--- config.mk ---
export PLATFORM = sky130hd
export DESIGN_NAME = haar_stage_evaluator
export DESIGN_NICKNAME = d
export VERILOG_FILES = /design/src/rtl/haar_stage_evaluator.sv
export SDC_FILE = /design/constraint.sdc
export NUM_CORES = 2
export LEC_CHECK = 0
export ABC_CLOCK_PERIOD_IN_PS = 23100
export BUFFER_PORTS_ARGS = -buffer_cell sky130_fd_sc_hd__buf_2
export CORE_MARGIN = 3
export CORE_UTILIZATION = 25
export DETAILED_ROUTE_END_ITERATION = 10
export GPL_ROUTABILITY_DRIVEN = 0
export PLACE_DENSITY = 0.49
export SKIP_CTS_REPAIR_TIMING = 1
export SLEW_MARGIN = 10
export SYNTH_ARGS = -nofsm -noshare
export SYNTH_HDL_FRONTEND = slang
export SYNTH_SLANG_ARGS = --single-unit
export TNS_END_PERCENT = 100
--- constraint.sdc ---
create_clock -name clk -period 23.1 [get_ports clk]
set_clock_uncertainty 0.05 [all_clocks]
set_input_delay 1.155 -clock clk [delete_from_list [all_inputs] [get_ports clk]]
set_output_delay 1.155 -clock clk [all_outputs]
set_load 0.03 [all_outputs]
--- src/rtl/haar_stage_evaluator.sv ---
// Streaming Haar cascade stage evaluator: reads a stage header and classifier records, fetches
// integral-image corners, accumulates leaf values. Optional macro HAAR_SUM_SAT_EN saturates the sum.
module haar_stage_evaluator #(
  parameter int DATA_WIDTH    = 12,
  parameter int NUM_RECTS     = 3,
  parameter int II_WIDTH      = 20,
  parameter int II_ADDR_WIDTH = 7,
  parameter int SUM_WIDTH     = 24,
  parameter int COUNT_WIDTH   = 12
) (
  input  logic                     clk,
  input  logic                     reset,
  input  logic                     start,
  input  logic                     db_valid,
  input  logic [DATA_WIDTH-1:0]    db_data,
  output logic                     db_ready,
  output logic                     ii_rd,
  output logic [II_ADDR_WIDTH-1:0] ii_addr,
  input  logic [II_WIDTH-1:0]      ii_rdata,
  output logic                     busy,
  output logic                     done,
  output logic                     candidate,
  output logic [SUM_WIDTH-1:0]     stage_sum
);
  localparam int W      = 5 * NUM_RECTS + 3;
  localparam int NF     = 4 * NUM_RECTS;
  localparam int RECT_W = II_WIDTH + 2;
  localparam int VAL_W  = RECT_W + DATA_WIDTH + 2;
  localparam int ACC_W  = ((SUM_WIDTH > DATA_WIDTH) ? SUM_WIDTH : DATA_WIDTH) + 1;
  localparam int WC_W   = $clog2(W + 1);
  localparam int FC_W   = $clog2(NF + 1);
  localparam logic signed [SUM_WIDTH-1:0] SUM_POS = {1'b0, {(SUM_WIDTH-1){1'b1}}};
  localparam logic signed [SUM_WIDTH-1:0] SUM_NEG = {1'b1, {(SUM_WIDTH-1){1'b0}}};

  typedef enum logic [2:0] {S_IDLE, S_HDR, S_LOAD, S_FETCH, S_EVAL, S_DONE} state_t;

  state_t                         state_q, state_d;
  logic [DATA_WIDTH-1:0]          rec_q [W];
  logic [DATA_WIDTH-1:0]          rec_d [W];
  logic [II_WIDTH-1:0]            samp_q [NF];
  logic [II_WIDTH-1:0]            samp_d [NF];
  logic [WC_W-1:0]                word_cnt_q, word_cnt_d;
  logic [FC_W-1:0]                fetch_cnt_q, fetch_cnt_d;
  logic [COUNT_WIDTH-1:0]         cls_left_q, cls_left_d;
  logic signed [DATA_WIDTH-1:0]   stage_thr_q, stage_thr_d;
  logic signed [SUM_WIDTH-1:0]    sum_q, sum_d;
  logic                           cand_q, cand_d;
  logic                           done_q, done_d;
  logic                           busy_q, busy_d;
  logic                           ready_q, ready_d;
  logic                           ii_rd_q, ii_rd_d;
  logic [II_ADDR_WIDTH-1:0]       ii_addr_q, ii_addr_d;

  logic [II_WIDTH-1:0]            corner [NF];
  logic signed [VAL_W-1:0]        value;
  logic signed [DATA_WIDTH-1:0]   leaf;
  logic signed [ACC_W-1:0]        acc;
  logic signed [SUM_WIDTH-1:0]    sum_next;

  // The last corner of a record is still on ii_rdata during EVAL, so it bypasses the sample bank.
  always_comb begin
    logic signed [RECT_W-1:0]     rect;
    logic signed [DATA_WIDTH-1:0] weight;
    logic signed [VAL_W-1:0]      feat_thr;
    // NOTE: every variable written here gets a value on every path first, so no latch is inferred.
    rect   = '0;
    weight = '0;
    value  = '0;
    for (int i = 0; i < NF; i++) corner[i] = samp_q[i];
    corner[NF-1] = ii_rdata;
    for (int r = 0; r < NUM_RECTS; r++) begin
      rect = $signed({2'b00, corner[4*r]})   - $signed({2'b00, corner[4*r+1]})
           - $signed({2'b00, corner[4*r+2]}) + $signed({2'b00, corner[4*r+3]});
      weight = $signed(rec_q[5*r+4]);
      value  = value + VAL_W'(rect) * VAL_W'(weight);
    end
    feat_thr = VAL_W'($signed(rec_q[5*NUM_RECTS]));
    leaf = (value > feat_thr) ? $signed(rec_q[5*NUM_RECTS+2]) : $signed(rec_q[5*NUM_RECTS+1]);
  end

  always_comb begin
    acc = ACC_W'(sum_q) + ACC_W'(leaf);
`ifdef HAAR_SUM_SAT_EN
    if (acc > ACC_W'(SUM_POS))      sum_next = SUM_POS;
    else if (acc < ACC_W'(SUM_NEG)) sum_next = SUM_NEG;
    else                            sum_next = acc[SUM_WIDTH-1:0];
`else
    sum_next = acc[SUM_WIDTH-1:0];
`endif
  end

  always_comb begin
    logic [WC_W-1:0] sel;
    state_d     = state_q;
    rec_d       = rec_q;
    samp_d      = samp_q;
    word_cnt_d  = word_cnt_q;
    fetch_cnt_d = fetch_cnt_q;
    cls_left_d  = cls_left_q;
    stage_thr_d = stage_thr_q;
    sum_d       = sum_q;
    cand_d      = cand_q;
    unique case (state_q)
      S_IDLE: if (start) begin
        state_d    = S_HDR;
        word_cnt_d = '0;
        sum_d      = '0;
        cand_d     = 1'b0;
      end
      S_HDR: if (db_valid && ready_q) begin
        if (word_cnt_q == '0) begin
          stage_thr_d = db_data;
          word_cnt_d  = WC_W'(1);
        end else begin
          cls_left_d = COUNT_WIDTH'(db_data);
          word_cnt_d = '0;
          state_d    = (cls_left_d == '0) ? S_DONE : S_LOAD;
        end
      end
      S_LOAD: if (db_valid && ready_q) begin
        rec_d[word_cnt_q] = db_data;
        if (word_cnt_q == WC_W'(W-1)) begin
          word_cnt_d  = '0;
          fetch_cnt_d = '0;
          state_d     = S_FETCH;
        end else begin
          word_cnt_d = word_cnt_q + WC_W'(1);
        end
      end
      S_FETCH: begin
        if (fetch_cnt_q != '0) samp_d[fetch_cnt_q - FC_W'(1)] = ii_rdata;
        if (fetch_cnt_q == FC_W'(NF-1)) state_d = S_EVAL;
        else fetch_cnt_d = fetch_cnt_q + FC_W'(1);
      end
      S_EVAL: begin
        samp_d[NF-1] = ii_rdata;
        sum_d        = sum_next;
        cls_left_d   = cls_left_q - COUNT_WIDTH'(1);
        state_d      = (cls_left_q == COUNT_WIDTH'(1)) ? S_DONE : S_LOAD;
      end
      S_DONE:  state_d = S_IDLE;
      default: state_d = S_IDLE;
    endcase

    if (state_d == S_DONE && state_q != S_DONE)
      cand_d = ACC_W'(sum_d) > ACC_W'(stage_thr_q);

    // Outputs are decoded from the next state so they leave the flops aligned with the state.
    busy_d    = (state_d != S_IDLE);
    ready_d   = (state_d == S_HDR) || (state_d == S_LOAD);
    done_d    = (state_d == S_DONE);
    ii_rd_d   = (state_d == S_FETCH);
    sel       = WC_W'(5 * int'(fetch_cnt_d >> 2) + int'(fetch_cnt_d[1:0]));
    ii_addr_d = ii_rd_d ? II_ADDR_WIDTH'(rec_d[sel]) : '0;
  end

  // NOTE: state uses non-blocking assignments so every flop samples pre-edge values.
  always_ff @(posedge clk or posedge reset) begin
    if (reset) begin
      state_q     <= S_IDLE;
      // NOTE: record and sample banks are reset too, so an aborted stage leaves no stale data.
      for (int i = 0; i < W; i++)  rec_q[i]  <= '0;
      for (int i = 0; i < NF; i++) samp_q[i] <= '0;
      word_cnt_q  <= '0;
      fetch_cnt_q <= '0;
      cls_left_q  <= '0;
      stage_thr_q <= '0;
      sum_q       <= '0;
      cand_q      <= 1'b0;
      done_q      <= 1'b0;
      busy_q      <= 1'b0;
      ready_q     <= 1'b0;
      ii_rd_q     <= 1'b0;
      ii_addr_q   <= '0;
    end else begin
      state_q     <= state_d;
      rec_q       <= rec_d;
      samp_q      <= samp_d;
      word_cnt_q  <= word_cnt_d;
      fetch_cnt_q <= fetch_cnt_d;
      cls_left_q  <= cls_left_d;
      stage_thr_q <= stage_thr_d;
      sum_q       <= sum_d;
      cand_q      <= cand_d;
      done_q      <= done_d;
      busy_q      <= busy_d;
      ready_q     <= ready_d;
      ii_rd_q     <= ii_rd_d;
      ii_addr_q   <= ii_addr_d;
    end
  end

  assign db_ready  = ready_q;
  assign ii_rd     = ii_rd_q;
  assign ii_addr   = ii_addr_q;
  assign busy      = busy_q;
  assign done      = done_q;
  assign candidate = cand_q;
  assign stage_sum = sum_q;
endmodule
==> reports/qor.txt <==
Main combinational cell family by area after synthesis: adder cells
Clock sinks: 448
Nets@finish: 7219
IO buf count: 71
Global-route usage over all layers: 13.9%
Multi-input gate area in the final layout: 40200 um2
# IOs: 72
Routed WL: 160000 um
Vias in the first global route: 42600
Die height: 483 um
Post-route ant nets: 0
Seq/Total Area, Yosys: 19.7%
Die Span X: 483 um
Share of layout cells above drive strength 1: 10.9%
Async SR Flop Fraction: 100%
Synth Area in Compound Gates: 7.80%
Filler cell count: 24000
PnR worst setup slack: 3.71 ns
Hold Path Class: reg -> reg
Post-Place Setup Slack: 3.93 ns
Worst setup path class: reg -> reg
Synth Register Bits: 448
Status: finished, final reports clean
Placeable Area: 226000 um2
Initial core utilization: 25.2%
Slowest Stage Delay on Critical Path: 0.89 ns
Area share of fa/ha/maj cells after synthesis: 40.5%
Synth unique cells: 90
Fin crit period: 19.39 ns
Yosys Warn Count: 0
Tcrit/Tclk final: 83.9%
Post-synthesis mux area share: 6.92%
Synth Net Count: 7254
Commonest non-fill, non-tap cell in the layout: inv_1
Clk_lat worst skew: 0.66 ns
Max-slew violation count: 0
Placed insts: 8830
Total CTS buffers: 54
Post-route insts no fill: 8928
Most frequent cells in the layout: inv_1 (1229), fa_1 (919), nand2_1 (687), dfrtp_1 (447), ha_1 (369)
Syn-to-layout area delta: 10.3%
GR peak layer: met2
Critical Path RT: 23.61 ns
Drt via density: 4.47
Final Util: 27.8%
Post-synthesis cell count: 5929
CTS tree: done
Hold Vio Cnt, Final: 0
CTS root buf: clkbuf_16
Post-Syn Area: 56900 um2
Slew of the pin with the lowest slew margin: 1.21 ns
Drt wl/cell: 18.0 um
Clock slew at reported path FFs: 0.06 ns
Synth Area in Simple Gates: 12.7%
FF+latch area: 11200 um2
CP Launch Type: flip-flop
Drt pass-1 iters: 5
Routing usage on met3: 1.47%
Worst EP arrival: 19.89 ns
DRC violations left: 0
Top FF cell, synth: dfrtp_1
First-pass GRT wire length: 254000 um
CP max-delay cell: nor4_1
RSZ-0062 raised after global routing: false
Crit path max fanout: 11
Fmax achieved: 51.6 MHz
First-iteration detailed-routing DRC count: 2343
Synth Area per Inst: 9.60 um2
Post-Synth XOR/XNOR Area: 2.44%
HPWL Detailed: 128000 um
GR Layer Usage met1: 18.5%
Max-Cap Viols: 0
FP Rows: 174
Antenna violations before repair: 10
Number of synthesized flops with an enable pin: 0
Grt ovf: 0
Largest net degree at the start of global routing: 111
Total vias in the final route: 39900
Htree depth: 2
Die Area: 233000 um2
Clock Tree Buf Depth: 3
Met2 GRT Util: 23.9%
Fin Setup TNS: 0 ns
Relative slew margins: 19.2%
CP dominant cell by count: fa_1
Final setup vio count: 0
Crit end category: flip-flop
-- worst max-delay path, delay by kind of cell (launching register included) --
family,cells,cell delay (ns)
simple gates,11,3.13
xor+xnor,2,0.25
mux,1,0.37
flops,1,0.36
fa+ha+maj,17,7.02
compound gates,31,7.47
buf+inv,8,0.62
-- worst paths after layout --
check / slack (ns) / start / depth (start not counted) / endpoint
hold reg to reg: 0.44 / rec_q[89]$_DFF_PP0_ / 1 / rec_q[89]$_DFF_PP0_
max in group asynchronous: 20.11 / reset / 4 / corner[55]$_DFFE_PP0P_
setup reg to reg: 3.71 / corner[220]$_DFFE_PP0P_ / 70 / candidate$_DFFE_PP0P_
hold / removal: 0.44 / rec_q[89]$_DFF_PP0_ / 1 / rec_q[89]$_DFF_PP0_
min in group asynchronous: 0.61 / reset / 2 / rec_q[169]$_DFF_PP0_
setup / recovery: 3.71 / corner[220]$_DFFE_PP0P_ / 70 / candidate$_DFFE_PP0P_
-- metrics by stage --
stage	hold WS, ns	cell area, um2
2_1_floorplan	0.418	56900
3_3_place_gp	0.425	61000
3_5_place_dp	0.434	61000
4_1_cts	0.448	62800
5_1_grt	0.457	62800
6_report	0.443	62800
-- cells by family (layout without fill, tap and decap cells) --
logic type | count (synthesis) | after routing
flip-flops | 448 | 448
adder cells (fa/ha/maj) | 1289 | 1289
XOR/XNOR | 158 | 158
buffers and inverters | 1502 | 1507
AO/OA/AOI/OAI | 710 | 710
AND/OR/NAND/NOR | 1488 | 1488
other | 0 | 2
multiplexers | 334 | 334
-- area by class of cell --
class | instances | share of cell area [%]
multi-input combinational | 3979 | 64.1
sequential | 448 | 17.9
inverter | 1232 | 7.38
tap | 2992 | 5.96
clock buffer | 77 | 2.42
timing repair buffer | 179 | 1.86
clock inverter | 19 | 0.411
antenna | 2 | 0.00797
-- per-layer routing --
metal | vias to the layer above | part of all wire, %
met5 | - | 0.0075
met4 | 2 | 3.0
met3 | 195 | 4.4
met2 | 785 | 49
li1 | 18400 | -
met1 | 20500 | 44
-- state kept, by name, indices dropped and copies added (netlist names) --
register / flops
busy: 1
candidate: 1
cls_left_q: 12
corner: 220
db_ready: 1
done: 1
fetch_cnt_q: 4
ii_addr: 7
ii_rd: 1
rec_q: 156
stage_sum: 24
stage_thr_q: 12
state_q: 3
word_cnt_q: 5
-- synthesized netlist by cell type (all sizes together) (67+ instances only) --
cell	n	area [um2]
a21o	73	548
a21oi	167	840
and2	314	1960
clkbuf	234	878
dfrtp	448	11200
fa	919	18400
ha	370	4630
inv	1231	4620
mux2	294	3310
nand2	687	2580
nand2b	67	419
nor2	159	604
o21ai	244	1220
xnor2	86	753
xor2	72	638
Power is not shown: default switching activity piles up to over one toggle a cycle in this logic, so the estimate is an artifact.
